File: src/rtl/cabac_bin_encoder.sv
// CABAC arithmetic bin encoder: codes regular and bypass bins into a serial
// bitstream, one renormalisation step or one output bit per clock.
module cabac_bin_encoder #(
    parameter int OUTS_W = 16
) (
    input  logic       clk,
    input  logic       reset,
    input  logic       bin_valid,
    output logic       bin_ready,
    input  logic       bin_in,
    input  logic       bypass,
    input  logic [7:0] pState_in,
    input  logic       flush,
    output logic       bit_out,
    output logic       bit_valid,
    output logic       done,
    output logic       overflow_err,
    output logic [8:0] m_range_out,
    output logic [9:0] m_low_out
);
    typedef enum logic [1:0] {IDLE, RENORM, EMIT, FLUSH_TAIL} state_t;

    localparam logic [OUTS_W-1:0] OUTS_MAX = '1;
    localparam logic [OUTS_W-1:0] OUTS_ONE = OUTS_W'(1);

    state_t            state, state_nxt, ret_state, ret_nxt, after_put;
    logic [8:0]        range_q, range_nxt, lps, rmps;
    logic [9:0]        low_q, low_nxt, ren_l;
    logic [10:0]       low_sum, byp_t;
    logic [OUTS_W-1:0] outs_q, outs_nxt;
    logic              first_bit, first_nxt;
    logic              flushing, flushing_nxt;
    logic              flush_pend, flush_pend_nxt;
    logic [1:0]        tail_phase, tail_nxt;
    logic              emit_val, emit_val_nxt;
    logic              ovf_nxt, bv_nxt, bo_nxt, last_nxt, last_q;
    logic              put_req, put_b, inc_req;
    logic              unused_pstate_lsb;

    // LPS sub-range from the probability index (MPS-folded) and range[8:5]
    function automatic logic [8:0] lps_range(input logic [5:0] ps_hi, input logic [3:0] r_hi);
        logic [4:0] q5;
        logic [8:0] prod;
        q5   = ps_hi[5] ? ~ps_hi[4:0] : ps_hi[4:0];
        prod = {4'b0, q5} * {5'b0, r_hi};
        return (prod >> 1) + 9'd4;
    endfunction

    assign unused_pstate_lsb = ^pState_in[1:0];
    assign bin_ready   = (state == IDLE) && !flush_pend;
    assign m_range_out = range_q;
    assign m_low_out   = low_q;

    // Next-state, coder arithmetic and bit emission decisions
    always_comb begin
        state_nxt      = state;
        ret_nxt        = ret_state;
        range_nxt      = range_q;
        low_nxt        = low_q;
        outs_nxt       = outs_q;
        first_nxt      = first_bit;
        flushing_nxt   = flushing;
        flush_pend_nxt = flush_pend;
        tail_nxt       = tail_phase;
        emit_val_nxt   = emit_val;
        ovf_nxt        = overflow_err;
        bv_nxt         = 1'b0;
        bo_nxt         = 1'b0;
        last_nxt       = 1'b0;
        put_req        = 1'b0;
        put_b          = 1'b0;
        inc_req        = 1'b0;
        after_put      = IDLE;
        lps            = '0;
        rmps           = '0;
        low_sum        = '0;
        byp_t          = '0;
        ren_l          = '0;
        case (state)
            IDLE: begin
                if (flush_pend || (!bin_valid && flush)) begin
                    low_sum        = {1'b0, low_q} + {2'b0, range_q} - 11'd2;
                    low_nxt        = low_sum[9:0];
                    range_nxt      = 9'd2;
                    flushing_nxt   = 1'b1;
                    flush_pend_nxt = 1'b0;
                    state_nxt      = RENORM;
                end else if (bin_valid) begin
                    // a flush arriving with a bin waits until the bin is fully coded
                    flush_pend_nxt = flush;
                    if (bypass) begin
                        byp_t     = {low_q, 1'b0} + (bin_in ? {2'b0, range_q} : 11'd0);
                        after_put = IDLE;
                        if (byp_t >= 11'd1024) begin
                            put_req = 1'b1;
                            put_b   = 1'b1;
                            low_nxt = byp_t[9:0];
                        end else if (byp_t < 11'd512) begin
                            put_req = 1'b1;
                            low_nxt = byp_t[9:0];
                        end else begin
                            inc_req = 1'b1;
                            low_nxt = byp_t[9:0] - 10'd512;
                        end
                    end else begin
                        lps  = lps_range(pState_in[7:2], range_q[8:5]);
                        rmps = range_q - lps;
                        if (bin_in != pState_in[7]) begin
                            low_sum   = {1'b0, low_q} + {2'b0, rmps};
                            low_nxt   = low_sum[9:0];
                            range_nxt = lps;
                        end else begin
                            range_nxt = rmps;
                        end
                        if (!range_nxt[8]) state_nxt = RENORM;
                    end
                end
            end
            RENORM: begin
                if (low_q < 10'd256) begin
                    put_req = 1'b1;
                    ren_l   = low_q;
                end else if (low_q >= 10'd512) begin
                    put_req = 1'b1;
                    put_b   = 1'b1;
                    ren_l   = low_q - 10'd512;
                end else begin
                    inc_req = 1'b1;
                    ren_l   = low_q - 10'd256;
                end
                range_nxt = {range_q[7:0], 1'b0};
                low_nxt   = {ren_l[8:0], 1'b0};
                if (!range_nxt[8])  state_nxt = RENORM;
                else if (flushing)  state_nxt = FLUSH_TAIL;
                else                state_nxt = IDLE;
                after_put = state_nxt;
            end
            EMIT: begin
                bv_nxt   = 1'b1;
                bo_nxt   = emit_val;
                outs_nxt = outs_q - OUTS_ONE;
                if (outs_q == OUTS_ONE) state_nxt = ret_state;
            end
            FLUSH_TAIL: begin
                case (tail_phase)
                    2'd0: begin
                        put_req   = 1'b1;
                        put_b     = low_q[9];
                        after_put = FLUSH_TAIL;
                        tail_nxt  = 2'd1;
                    end
                    2'd1: begin
                        bv_nxt   = 1'b1;
                        bo_nxt   = low_q[8];
                        tail_nxt = 2'd2;
                    end
                    default: begin
                        bv_nxt       = 1'b1;
                        bo_nxt       = 1'b1;
                        last_nxt     = 1'b1;
                        state_nxt    = IDLE;
                        range_nxt    = 9'd510;
                        low_nxt      = '0;
                        first_nxt    = 1'b1;
                        flushing_nxt = 1'b0;
                        tail_nxt     = 2'd0;
                    end
                endcase
            end
            default: state_nxt = IDLE;
        endcase

        // outstanding-bit counter saturates rather than wrapping
        if (inc_req) begin
            if (outs_q == OUTS_MAX) ovf_nxt  = 1'b1;
            else                    outs_nxt = outs_q + OUTS_ONE;
        end
        // PUT: first bit of a stream is swallowed; pending outstanding bits drain in EMIT
        if (put_req) begin
            if (first_bit) begin
                first_nxt = 1'b0;
            end else begin
                bv_nxt = 1'b1;
                bo_nxt = put_b;
            end
            if (outs_q != '0) begin
                emit_val_nxt = ~put_b;
                ret_nxt      = after_put;
                state_nxt    = EMIT;
            end
        end
    end

    // State and output registers; reset wins in every state
    always_ff @(posedge clk) begin
        if (reset) begin
            state        <= IDLE;
            ret_state    <= IDLE;
            range_q      <= 9'd510;
            low_q        <= '0;
            outs_q       <= '0;
            first_bit    <= 1'b1;
            flushing     <= 1'b0;
            flush_pend   <= 1'b0;
            tail_phase   <= 2'd0;
            emit_val     <= 1'b0;
            overflow_err <= 1'b0;
            bit_valid    <= 1'b0;
            bit_out      <= 1'b0;
            last_q       <= 1'b0;
            done         <= 1'b0;
        end else begin
            state        <= state_nxt;
            ret_state    <= ret_nxt;
            range_q      <= range_nxt;
            low_q        <= low_nxt;
            outs_q       <= outs_nxt;
            first_bit    <= first_nxt;
            flushing     <= flushing_nxt;
            flush_pend   <= flush_pend_nxt;
            tail_phase   <= tail_nxt;
            emit_val     <= emit_val_nxt;
            overflow_err <= ovf_nxt;
            bit_valid    <= bv_nxt;
            bit_out      <= bo_nxt;
            last_q       <= last_nxt;
            done         <= last_q;
        end
    end
endmodule

File: config.mk
export PLATFORM = sky130hd
export DESIGN_NAME = cabac_bin_encoder
export DESIGN_NICKNAME = d
export VERILOG_FILES = /design/src/rtl/cabac_bin_encoder.sv
export SDC_FILE = /design/constraint.sdc
export NUM_CORES = 1
export LEC_CHECK = 0
export ABC_AREA = 1
export ABC_CLOCK_PERIOD_IN_PS = 8350
export BUFFER_PORTS_ARGS = -buffer_cell sky130_fd_sc_hd__buf_2
export CELL_PAD_IN_SITES_DETAIL_PLACEMENT = 2
export CELL_PAD_IN_SITES_GLOBAL_PLACEMENT = 2
export CORE_MARGIN = 10
export CORE_UTILIZATION = 37
export CTS_BUF_LIST = sky130_fd_sc_hd__clkbuf_4 sky130_fd_sc_hd__clkbuf_8 sky130_fd_sc_hd__clkbuf_16
export DETAILED_ROUTE_END_ITERATION = 8
export PLACE_DENSITY_LB_ADDON = 0.1
export SKIP_CTS_REPAIR_TIMING = 1
export SLEW_MARGIN = 20
export SYNTH_ARGS = -nofsm -noshare
export SYNTH_HDL_FRONTEND = slang
export SYNTH_SLANG_ARGS = --single-unit
File: constraint.sdc
create_clock -name clk -period 8.35 [get_ports clk]
set_clock_uncertainty 0.15 [all_clocks]
set_input_delay 0.4175 -clock clk [delete_from_list [all_inputs] [get_ports clk]]
set_output_delay 0.4175 -clock clk [all_outputs]
set_load 0.005 [all_outputs]
After elaboration in Yosys (flattened, before gate mapping)
Cells that the tools add are included.

word-level totals
  word-level logic and storage cells = 146
  output and inout bits = 24
  bits of input ports = 14
  register bits = 50

cells by class
  eq/ne operators = 12
  multipliers = 1
  muxes and demuxes = 81
  bitwise operators = 3
  $lt $le $gt $ge = 4
  reduce and logical (&&, ||, !) cells = 19
  $add $sub $neg = 11

operator list
  cell                                                                             number
  9-bit two-way mux                                                                12
  10-bit two-way mux                                                               7
  16-bit two-way mux                                                               3
  1-bit two-way mux                                                                35
  10-bit case mux with 3 select lines                                              1
  9-bit case mux with 3 select lines                                               1
  2-bit two-way mux                                                                11
  10-bit by 9-bit adder with 10-bit output                                         2
  16-bit by 1-bit adder with 16-bit output (second input constant)                 1
  16-bit by 1-bit equality test with 1-bit output (second input constant)          1
  16-bit equality test (second input constant)                                     1
  16-bit nonzero test                                                              1
  16-bit by 1-bit subtractor with 16-bit output (second input constant)            1
  11-bit by 9-bit adder with 11-bit output                                         1
  11-bit greater-or-equal comparator (second input constant)                       1
  11-bit by 10-bit less-than comparator with 1-bit output (second input constant)  1
  10-bit greater-or-equal comparator (second input constant)                       1
  10-bit by 9-bit less-than comparator with 1-bit output (second input constant)   1
  1-bit case mux with 2 select lines                                               5
  10-bit subtractor (second input constant)                                        1
  10-bit by 2-bit subtractor with 10-bit output (second input constant)            1
  8-bit by 3-bit adder with 9-bit output (second input constant)                   1
  5-bit by 4-bit multiplier with 9-bit output                                      1
  9-bit by 1-bit subtractor with 9-bit output (second input constant)              1
  other kinds (25)                                                                 39

Longest topological paths before layout
  word-level depth = 17
  depth in mapped cells = 40
  gate-level depth less buffers = 39

Worst setup path before layout
Ideal clock, no wire load.

  path kind = input-to-reg
  start = in pState_in[7]
  end = reg low_q[9] (netlist: m_low_out[9])
  arrival time = 5498 ps
  slack = 2631 ps
  stages on the path = 35
  required time = 8129 ps
  path through = buf_2 -> xnor2_1 -> or2_2 -> fa_1 -> inv_1 -> fa_1 -> inv_1 -> fa_1 -> xnor2_1 -> ha_1 -> nand3_1 -> nor2_4 -> xnor2_1 -> ha_1 -> nand2_1 -> inv_1 -> a21oi_1 -> nand2_1 -> nand2_1 -> nand2_1 -> inv_1 -> nand4_1 -> and2_1 -> ha_1 -> nand2_1 -> inv_1 -> a21oi_1 -> nand3_1 -> nand2_1 -> nand3_1 -> nand2_1 -> nand2_1 -> nand2_1 -> nand2_1 -> a21oi_1

between the ends
  word-level cells in the longest chain between the ends = 10
  elaborated cells between the ends (all ways) = 13

RTL lines
  element                                      line  RTL
  start: declaration                           12    input logic [7:0] pState_in,
  5-bit two-way mux                            44    q5 = ps_hi[5] ? ~ps_hi[4:0] : ps_hi[4:0];
  5-bit by 4-bit multiplier with 9-bit output  45    prod = {4'b0, q5} * {5'b0, r_hi};
  8-bit by 3-bit adder with 9-bit output       46    return (prod >> 1) + 9'd4;
  9-bit subtractor                             107   rmps = range_q - lps;
  10-bit by 9-bit adder with 10-bit output     109   low_sum = {1'b0, low_q} + {2'b0, rmps};
  10-bit two-way mux                           108   if (bin_in != pState_in[7]) begin
  10-bit two-way mux                           91    if (bypass) begin
  10-bit two-way mux                           88    end else if (bin_valid) begin
  10-bit two-way mux                           81    if (flush_pend || (!bin_valid && flush)) begin
  10-bit case mux with 3 select lines          79    case (state)
  end signal: assignment                       216   low_q <= low_nxt;
  end: declaration                             28    logic [9:0] low_q, low_nxt, ren_l;

Parallel ways exist; a longest one is shown, timed or not. The select of a mux whose other input is x is not followed.
A chain may end at the register's enable or synchronous reset.

Worst setup path in the final report
  start = reg range_q[7] (netlist: m_range_out[7])
  end = reg low_q[9] (netlist: m_low_out[9])

between the ends
  word-level cells in the longest chain between the ends = 9
  elaborated cells between the ends (all ways) = 18

RTL lines
  element                                                                                             line     RTL
  start: declaration                                                                                  27       logic [8:0] range_q, range_nxt, lps, rmps;
  start signal: assignment                                                                            215      range_q <= range_nxt;
  5-bit by 4-bit multiplier with 9-bit output or 9-bit two-way mux (tied branches)                    45, 92
  8-bit by 3-bit adder with 9-bit output or 11-bit by 9-bit adder with 11-bit output (tied branches)  46, 92
  9-bit subtractor (tied with other cells)                                                            107
  10-bit by 9-bit adder with 10-bit output or 10-bit two-way mux (tied branches)                      109, 98
  10-bit two-way mux, on equally long branches                                                        108, 94
  10-bit two-way mux                                                                                  91
  10-bit two-way mux                                                                                  88
  10-bit two-way mux (*)                                                                              81
  10-bit case mux with 3 select lines (*)                                                             79

Every way passes the cells marked *; elsewhere a longest branch is shown, timed or not. The select of a mux whose other input is x is not followed.

==> run summary <==
Worst setup SP type: register
first-pass GRT wire length: 34440 µm
Pins Over Slew Limit: 0
diode count: 0
CTS Sinks: 50
status: finished clean
initial antenna violation count: 0
critical path arrival: 6.66 ns
worst r2r path cells: 34
internal reg-to-reg setup slack: 1.69 ns
min Tclk post-route: 6.661 ns
vias: 6065
Synth area leaders: dfxtp_1 17%, nand2_1 13%, ha_1 13%, inv_1 9.0%, a21oi_1 7.2%
WHS Path Cells: 3
highest metal used: met4
Fill cells: 1918
Avg WL per Cell: 18.32 µm
die span in x: 145.2 µm
Worst-path clk slew: 0.07 ns
Final setup viols: 0
port bufs: 35
crit end category: register
met1 wire length: 9846 µm
multiplexer area fraction after synthesis: 0%
Area Growth Syn to Fin: 7.679%
RePlAce Congestion: 0.8759
most frequent cells in the layout: 201 x nand2_1, 139 x inv_1, 83 x a21oi_1, 62 x nor2_1, 61 x nand3_1
hpwl dp: 17130 µm
DIE HEIGHT: 145.2 µm
TritonCTS clock tree: built
critical path's most frequent cell: nand2_1
largest family of logic cells by synthesized area: simple AND/OR/NAND/NOR gates
Synth Warn #: 0
largest area contributor in the netlist: dfxtp_1
pre-CTS setup slack: 1.733 ns
Compound-Gate Fraction of Synth Area: 16.65%
GR Overflow Total: 0
Worst Max-Slew Pin Slew: 0.8123 ns
Final Cycle Share: 79.77%
final worst slack: 1.689 ns
vias in the first global route: 6640
Mean Syn Cell Area: 6.395 µm²
met2 wire length: 9991 µm
Iter 0 DRT Violations: 234
Final Hold Viols: 0
Synth top area share: 17.26%
relative slew slack: 45.85%
unrepaired setup endpoints after global routing: false
Netlist cell types: 47
maximum buffer depth of the clock tree: 2
maximum clock frequency: 0.1501 GHz
cell count after placement: 1128
Syn Inst Count: 907
row count: 45
CP Max Fanout: 8
CTS H-tree lvls: 2
Clock Root Buffer: clkbuf_16
die area: 0.02109 mm²
most common cell after layout, fill and taps aside: nand2_1
Final ANT Viol Nets: 0
router iterations before antenna repair: 4
met3 WL: 650 µm
Synth Cell Area: 0.005801 mm²
XOR/XNOR Fraction of Synth Area: 6.644%
DRC errors left: 0
setup TNS: 0 ns
Initial Util: 38.02%
register area share after synthesis: 17.26%
Top Ports: 38
syn nets: 991
gr usage total: 19.58%
type of the worst setup path: reg2reg
Routed WL: 20790 µm
worst hold path class: in2reg
CP max stage delay: 0.58 ns
Placeable Area: 0.01526 mm²
share of cells above drive strength 1: 9.957%
post-synthesis sequential element count: 50
Final #Nets: 1008
CTS buffer count: 5
Clk Latency, worst-skew pair: 0.30 ns
CP max stage cell: fa_1
Final Non-Filler Cells: 1135
Max Cap Viol: 0
vias per std cell: 5.344
largest net degree at the start of global routing: 37
post-synthesis simple-gate area fraction: 31.00%
Post-Synth Adder-Cell Area: 16.39%
Worst EP required: 8.35 ns
[cells in the mapped netlist, drive strengths merged]
cell type / instances
a211oi: 2
a21o: 1
a21oi: 87
a221oi: 1
a22oi: 2
a31oi: 5
and2: 3
buf: 15
clkbuf: 10
clkinv: 1
dfxtp: 50
fa: 10
ha: 60
inv: 149
nand2: 211
nand3: 65
nand3b: 3
nand4: 19
nor2: 71
nor3: 12
nor4: 1
o2111ai: 1
o211a: 1
o211ai: 8
o21ai: 61
o21bai: 4
o221ai: 1
or2: 9
xnor2: 13
xor2: 31
[sequential cells by signal (all words and copies together), names as in the netlist, 2 cells and up]
register,cells
tail_phase,2
outs_q,16
m_low_out,10
state,2
ret_state,2
m_range_out,9
[through the flow]
step / area, µm² / hold WS [ns] / utilization [%]
after floorplan: 5801 / 0.2383 / -
after global placement: 6106 / 0.2513 / 40.02
after detailed placement: 6106 / 0.2638 / 40.02
after CTS: 6246 / 0.2446 / 40.93
after global routing: 6246 / 0.2708 / 40.93
final: 6246 / 0.2495 / 40.93
[worst paths after layout]
check	from	to
setup / recovery	m_range_out[7]$_SDFFE_PP1P_	m_low_out[9]$_SDFFE_PP0P_
hold / removal	flush	flush_pend$_SDFFE_PP0P_
setup reg to reg	m_range_out[7]$_SDFFE_PP1P_	m_low_out[9]$_SDFFE_PP0P_
hold reg to reg	last_q$_SDFF_PP0_	done$_SDFF_PP0_
[layout make-up]
cell class	instances	area (µm²)	area share, %
Clock buffer	6	132.6	2.123
Clock inverter	1	7.507	0.1202
Inverter	150	565.5	9.054
Multi-Input combinational cell	682	4100	65.64
Sequential cell	50	1001	16.03
Tap cell	211	264.0	4.227
Timing Repair Buffer	35	175.2	2.804
[critical path: cells and delay by family, from the launching register on]
kind / cells / cell delay, ns
AOI/OAI and AO/OA: 2 / 0.23
xor gates and xnor gates: 2 / 0.42
adders and majority gates: 6 / 2.44
buffers and inverters: 5 / 0.58
DFF: 1 / 0.52
and+or+nand+nor: 19 / 2.18
[per-layer routing]
| layer | vias to the layer above | track usage [%] |
|---|---|---|
| met3 | 16 | 2.328 |
| met1 | 3010 | 25.22 |
| met2 | 68 | 33.87 |
| met5 | - | 0 |
| met4 | 0 | 4.702 |
| li1 | 2971 | - |
[cells by family after synthesis]
kind of cell,after synthesis
compound gates,174
simple gates,394
buf+inv,175
xor+xnor,44
flops,50
fa+ha+maj,70
Power is not shown: default switching activity piles up to over one toggle a cycle in this logic, so the estimate is an artifact.
